[config.mk]
export PLATFORM = sky130hd
export DESIGN_NAME = pixel_coord_gen
export DESIGN_NICKNAME = d
export VERILOG_FILES = /design/src/rtl/pixel_coord_gen.sv
export SDC_FILE = /design/constraint.sdc
export NUM_CORES = 1
export LEC_CHECK = 0
export BUFFER_PORTS_ARGS = -buffer_cell sky130_fd_sc_hd__buf_2
export CORE_MARGIN = 3
export CORE_UTILIZATION = 62
export CTS_BUF_LIST = sky130_fd_sc_hd__clkbuf_4 sky130_fd_sc_hd__clkbuf_8
export CTS_CLUSTER_SIZE = 30
export DETAILED_ROUTE_END_ITERATION = 10
export PLACE_DENSITY = 0.95
export REMOVE_ABC_BUFFERS = 1
export SYNTH_ARGS = -nofsm -noshare
export SYNTH_HDL_FRONTEND = slang
export SYNTH_SLANG_ARGS = --single-unit
export TNS_END_PERCENT = 30
[constraint.sdc]
create_clock -name clk -period 7.15 [get_ports clk]
set_input_delay 1.43 -clock clk [delete_from_list [all_inputs] [get_ports clk]]
set_output_delay 1.43 -clock clk [all_outputs]
set_load 0.02 [all_outputs]
[src/rtl/pixel_coord_gen.sv]
// Raster-scan coordinate generator: walks an H_PIXELS x V_PIXELS frame and emits
// the matching fixed-point complex-plane coordinate per pixel under valid/ready.
module pixel_coord_gen #(
  parameter int PIXEL_DATA_WIDTH   = 10,
  parameter int ENGINE_DATA_WIDTH  = 25,
  parameter int ENGINE_FRACT_WIDTH = 20,
  parameter int H_PIXELS           = 640,
  parameter int V_PIXELS           = 480
) (
  input  logic                                clk,
  input  logic                                reset_n,
  input  logic                                start,
  input  logic signed [ENGINE_DATA_WIDTH-1:0] x_min,
  input  logic signed [ENGINE_DATA_WIDTH-1:0] y_min,
  input  logic signed [ENGINE_DATA_WIDTH-1:0] step,
  input  logic                                out_ready,
  output logic                                out_valid,
  output logic signed [ENGINE_DATA_WIDTH-1:0] real_x,
  output logic signed [ENGINE_DATA_WIDTH-1:0] imag_y,
  output logic        [PIXEL_DATA_WIDTH-1:0]  pixel_x,
  output logic        [PIXEL_DATA_WIDTH-1:0]  pixel_y,
  output logic                                sof,
  output logic                                eol,
  output logic                                busy,
  output logic                                frame_done
);

  localparam logic [PIXEL_DATA_WIDTH-1:0] LAST_COL = PIXEL_DATA_WIDTH'(H_PIXELS - 1);
  localparam logic [PIXEL_DATA_WIDTH-1:0] LAST_ROW = PIXEL_DATA_WIDTH'(V_PIXELS - 1);

  // Elaboration-time guards on the parameter set.
  if (ENGINE_FRACT_WIDTH >= ENGINE_DATA_WIDTH) begin : g_bad_fract
    $error("ENGINE_FRACT_WIDTH must leave at least a sign bit");
  end
  if (H_PIXELS > (1 << PIXEL_DATA_WIDTH) || V_PIXELS > (1 << PIXEL_DATA_WIDTH)) begin : g_bad_size
    $error("frame does not fit in PIXEL_DATA_WIDTH counters");
  end

  typedef enum logic {IDLE = 1'b0, RUN = 1'b1} state_t;

  state_t state, state_next;

  // Latched frame configuration; row 0's imaginary value is loaded straight into imag_y.
  logic signed [ENGINE_DATA_WIDTH-1:0] x_min_q;
  logic signed [ENGINE_DATA_WIDTH-1:0] step_q;

  logic handshake;
  logic last_col;
  logic last_row;
  logic last_pixel;

  assign handshake  = out_valid && out_ready;
  assign last_col   = (pixel_x == LAST_COL);
  assign last_row   = (pixel_y == LAST_ROW);
  assign last_pixel = last_col && last_row;

  // NOTE: sequential state uses non-blocking assignments so every register
  // samples the pre-edge values of the others, independent of process order.
  always_ff @(posedge clk or negedge reset_n) begin
    if (!reset_n) begin
      state <= IDLE;
    end else begin
      state <= state_next;
    end
  end

  // NOTE: each combinational output gets a default first, so no path can
  // leave it unassigned and infer a latch.
  always_comb begin
    state_next = state;
    case (state)
      IDLE:    if (start) state_next = RUN;
      RUN:     if (handshake && last_pixel) state_next = IDLE;
      default: state_next = IDLE;
    endcase
  end

  always_comb begin
    out_valid = 1'b0;
    busy      = 1'b0;
    if (state == RUN) begin
      out_valid = 1'b1;
      busy      = 1'b1;
    end
    sof = out_valid && (pixel_x == '0) && (pixel_y == '0);
    eol = out_valid && last_col;
  end

  // Pixel/coordinate datapath. Outputs hold whenever no handshake occurs,
  // including after the last pixel, so the final beat remains observable.
  always_ff @(posedge clk or negedge reset_n) begin
    if (!reset_n) begin
      x_min_q <= '0;
      step_q  <= '0;
      pixel_x <= '0;
      pixel_y <= '0;
      real_x  <= '0;
      imag_y  <= '0;
    end else if (state == IDLE) begin
      if (start) begin
        x_min_q <= x_min;
        step_q  <= step;
        pixel_x <= '0;
        pixel_y <= '0;
        real_x  <= x_min;
        imag_y  <= y_min;
      end
    end else if (handshake) begin
      if (!last_col) begin
        pixel_x <= pixel_x + 1'b1;
        real_x  <= real_x + step_q;
      end else if (!last_row) begin
        pixel_x <= '0;
        real_x  <= x_min_q;
        pixel_y <= pixel_y + 1'b1;
        imag_y  <= imag_y + step_q;
      end
    end
  end

  always_ff @(posedge clk or negedge reset_n) begin
    if (!reset_n) begin
      frame_done <= 1'b0;
    end else begin
      frame_done <= handshake && last_pixel;
    end
  end

endmodule

Yosys cells after proc, flatten, opt, wreduce, memory -nomap -nowiden
Cells that the tools add are included.

cells by class
  add/sub/neg operators = 4
  eq/ne operators = 6
  mux-type cells = 23
  reductions and logical operators = 12
  bitwise operators = 1

operators with widths
  operator                                                                 count
  25-bit 2-to-1 mux                                                        10
  10-bit 2-to-1 mux                                                        9
  25-bit adder                                                             2
  10-bit by 1-bit adder with 10-bit output, second input constant          2
  10-bit zero test                                                         2
  10-bit == test, second input constant                                    1
  10-bit by 9-bit == test with 1-bit output, second input constant         1
  1-bit logical AND                                                        6
  2-bit by 1-bit inequality test with 1-bit output, second input constant  2
  4-bit AND reduction                                                      1
  1-bit 2-to-1 mux                                                         3
  3-bit inequality test, second input constant                             1
  3-bit AND reduction                                                      1
  2-bit inequality test, second input constant                             1
  1-bit case mux with 2 select lines                                       1
  2-bit AND reduction                                                      1
  2-bit nonzero test                                                       1
  1-bit NOT                                                                1

storage, ports and cells
  output and inout bits = 75
  register bits after elaboration = 122
  word-level logic and storage cells = 54
  input bits = 79

Depth between registers and ports, before layout
  depth after elaboration = 5
  mapped depth = 11
  mapped depth without buffers = 11

Least setup slack after synthesis
Ideal clock, no wire load.

  kind = register to output
  start point = reg pixel_x[0]
  end point = out eol
  data arrival time = 1.578 ns
  data required time = 5.720 ns
  path slack = 4.142 ns
  cell stages (with the launch flop) = 5
  path through = dfrtp_1 ha_1 and3_1 nand4_2 nor2_1

between the ends
  longest elaborated chain between the ends = 2

RTL lines
  what                      line  RTL
  start: declaration        20    output logic [PIXEL_DATA_WIDTH-1:0] pixel_x,
  start signal: assignment  110   pixel_x <= pixel_x + 1'b1;
  10-bit == test            53    assign last_col = (pixel_x == LAST_COL);
  1-bit logical AND         86    eol = out_valid && last_col;
  end: declaration          23    output logic eol,

Every way passes these cells.

Worst setup path after layout
  start point = in start
  end point = reg pixel_y[9]

between the ends
  longest elaborated chain between the ends = 2

RTL lines
  what                           line  RTL
  start: declaration             12    input logic start,
  2-bit nonzero test (no line)   n/a
  4-bit AND reduction (no line)  n/a
  end signal: assignment         115   pixel_y <= pixel_y + 1'b1;
  end: declaration               21    output logic [PIXEL_DATA_WIDTH-1:0] pixel_y,

Every way passes these cells.
A chain may end at the register's enable or synchronous reset.

==> impl_metrics.py <==
metrics = {
    "place": {
        "dp_hpwl_mm": 14.4,
        "dpl_cell_area_um2": 8600,
        "port-buffer-count": 153,
        "place_congestion": 0.893,
    },
    "clocking": {
        "clk_pin_slew_ps": 70,
        "clock_latency_ps": 460,
        "cts.sinks": 122,
        "ctsHoldBuffers": 0,
        "cts_buffers": 17,
        "cts_resized": 0,
        "cts_htree_levels": 4,
        "cts_setup_buffers": 0,
        "cts_max_path_buffers": 2,
        "cts-root-buf": "clkbuf_8",
        "cts_tree": "done",
    },
    "power": {
        "power_frac_seq_pct": 36.3,
        "swShare_pct": 37.3,
        "ir_worst_vdd_mv": 0.248,
        "p_int_w": 0.00156,
        "powerDensity_nw_per_um2": 275,
        "leakage_nw": 4.63,
        "p_total_w": 0.00248,
        "comb_power_share_pct": 36.5,
        "pwr-share-clk_pct": 27.2,
        "netSwitchingPower_w": 0.000925,
    },
    "finish": {
        "final_common_cell": "buf_2",
        "drive_above_1_share_pct": 27.6,
        "stdcell_area_um2": 9030,
        "n_antenna_cell": 0,
        "fin_nets": 1079,
        "areaGrowthSynthToFinish_pct": 16.5,
        "layout_common_cells": "152 x buf_2, 121 x dfrtp_1, 80 x nand2_1",
    },
    "die": {
        "initial_utilization_pct": 64.0,
        "die_area_um2": 13900,
        "core-area_um2": 12100,
        "die_y_um": 118,
        "die_w_um": 118,
        "io_pins": 154,
        "rows": 40,
    },
    "run_status": {
        "status": "completed",
    },
    "timing": {
        "fin_crit_sh_pct": 54.2,
        "hold_violations": 0,
        "setup_viol": 0,
        "slew_headroom_pct": 34.9,
        "fmax_mhz": 258,
        "period_minus_slack_ps": 3880,
        "rsz0062_at_grt": "no",
        "maxSlewViolCount": 0,
        "tns_ps": 0,
        "worst_pin_slew_ps": 977,
        "skew_ps": 10.4,
    },
    "route": {
        "dr.pass1.iters": 6,
        "vias": 6919,
        "wire_per_inst_um": 18.3,
        "viasPerCell": 6.14,
        "drt_iter0_drc": 690,
        "postRouteAntennaNets": 0,
        "route.detailed.drc": 0,
        "routed_wl_mm": 20.6,
    },
    "yosys": {
        "synth_area_um2": 7750,
        "syn_inst": 803,
        "ys_seq_elements": 122,
        "seq_area_frac_synth_pct": 39.4,
        "ys_types": 73,
        "synth_warnings": 0,
        "synth_edf_count": 0,
        "synthFlopType": "dfrtp_1",
        "synth-async-reset-ratio_pct": 100,
        "synth.avg_cell_area_um2": 9.65,
    },
    "grt": {
        "grt_pass1_vias": 6821,
        "grt_pass1_wl_mm": 33.7,
        "antenna_found_initial": 0,
        "grt_max_degree": 79,
        "grt-ovfl-total": 0,
        "track_usage_pct": 30.3,
    },
    "critical_path": {
        "cp_data_arrival_time_ps": 4190,
        "required_ps": 7470,
        "cp-start-kind": "input pin",
        "crit_type": "in2reg",
        "critPathMaxFanout": 62,
        "endpoint_kind": "flop",
    },
    "hold_path": {
        "hp-class": "reg2reg",
    },
    "job": {
        "max_cap_violations": 0,
    },
}
==> worst paths after layout <==
check / startpoint / end / slack (ps) / cells past startpoint
setup reg to reg: state / pixel_y[9] / 3480 / 10
min in group asynchronous: reset_n / pixel_y[2] / 960 / 1
hold reg to reg: x_min_q[16] / x_min_q[16] / 510 / 1
setup / recovery: start / pixel_y[9] / 3270 / 10
hold / removal: x_min_q[16] / x_min_q[16] / 510 / 1
max in group asynchronous: reset_n / state / 4780 / 2
==> cell usage after synthesis, types with 3 or more instances <==
library cell	number	area (um2)
o21bai_1	9	67.6
xnor2_1	27	236
nand3_1	16	80.1
ha_1	52	651
a31o_2	4	35.0
nand4_1	10	62.6
o21ai_1	4	20.0
mux2i_1	22	220
a22oi_1	3	22.5
nor2_1	57	214
clkbuf_1	19	71.3
nor3_1	14	70.1
o211ai_1	10	75.1
buf_2	8	40.0
nand2_1	80	300
a311o_1	3	30.0
dfrtp_1	122	3050
nor2b_1	8	50.1
o21ai_0	61	305
a211oi_1	7	52.6
inv_1	15	56.3
and4_1	3	26.3
xor2_1	30	263
or3_1	4	25.0
mux2_2	49	552
a21oi_1	63	315
and3_1	14	87.6
a31oi_1	9	56.3
a21o_1	22	165
==> worst max-delay path, cell delays in order <==
cell	delay (ps)
buf_2	80
nor2b_4	110
buf_4	610
a21oi_1	240
a31oi_1	390
nand2_2	470
nor4_2	440
nand3_1	150
xor2_1	170
nor2_1	60
==> through the flow <==
step	hold WS, ps	instances	setup slack, ps	utilization (%)
2_1_floorplan	473	770	1150	-
3_3_place_gp	480	1095	3010	71.0
3_5_place_dp	490	1095	2860	71.0
4_1_cts	505	1127	3340	74.5
5_1_grt	523	1127	3090	74.5
6_report	510	1127	3270	74.5
==> registers in the layout, indices dropped and copies added, names as in the netlist <==
register	count
pixel_x	10
state	1
real_x	25
imag_y	25
step_q	25
frame_done	1
x_min_q	25
pixel_y	10
==> power groups by stage <==
stage | Sequential, W | Combinational (W) | Clock [W]
CTS | 0.000898 | 0.000903 | 0.000677
floorplan | 0.000979 | 0.000553 | 0
finish | 0.000901 | 0.000907 | 0.000675
global route | 0.000915 | 0.00101 | 0.000707
detailed placement | 0.000910 | 0.000891 | 0
global placement | 0.000905 | 0.000859 | 0
==> logic make-up after synthesis <==
group	after synthesis	share of synthesized area, %
and+or+nand+nor	227	14.1
AOI/OAI and AO/OA	223	18.3
DFF	122	39.4
muxes	71	9.97
xor gates and xnor gates	57	6.44
adders and majority gates	54	8.92
buffers and inverters	49	2.88
==> area by class of cell <==
class,instances,area [um2]
timing repair buffer,157,798
clock buffer,18,248
inverter,16,60.1
clock inverter,14,178
fill,888,3090
multi-input combinational,632,4480
tap,168,210
sequential,122,3050
==> per-layer routing <==
metal / GRT usage [%] / share of wire, % / vias to the layer above
met1: 39.1 / 42 / 3327
met2: 49.5 / 48 / 338
met3: 6.49 / 7.4 / 57
met5: 0 / 0 / -
met4: 13.0 / 3.1 / 0
li1: - / - / 3197
(Power assumes the default switching activity.)
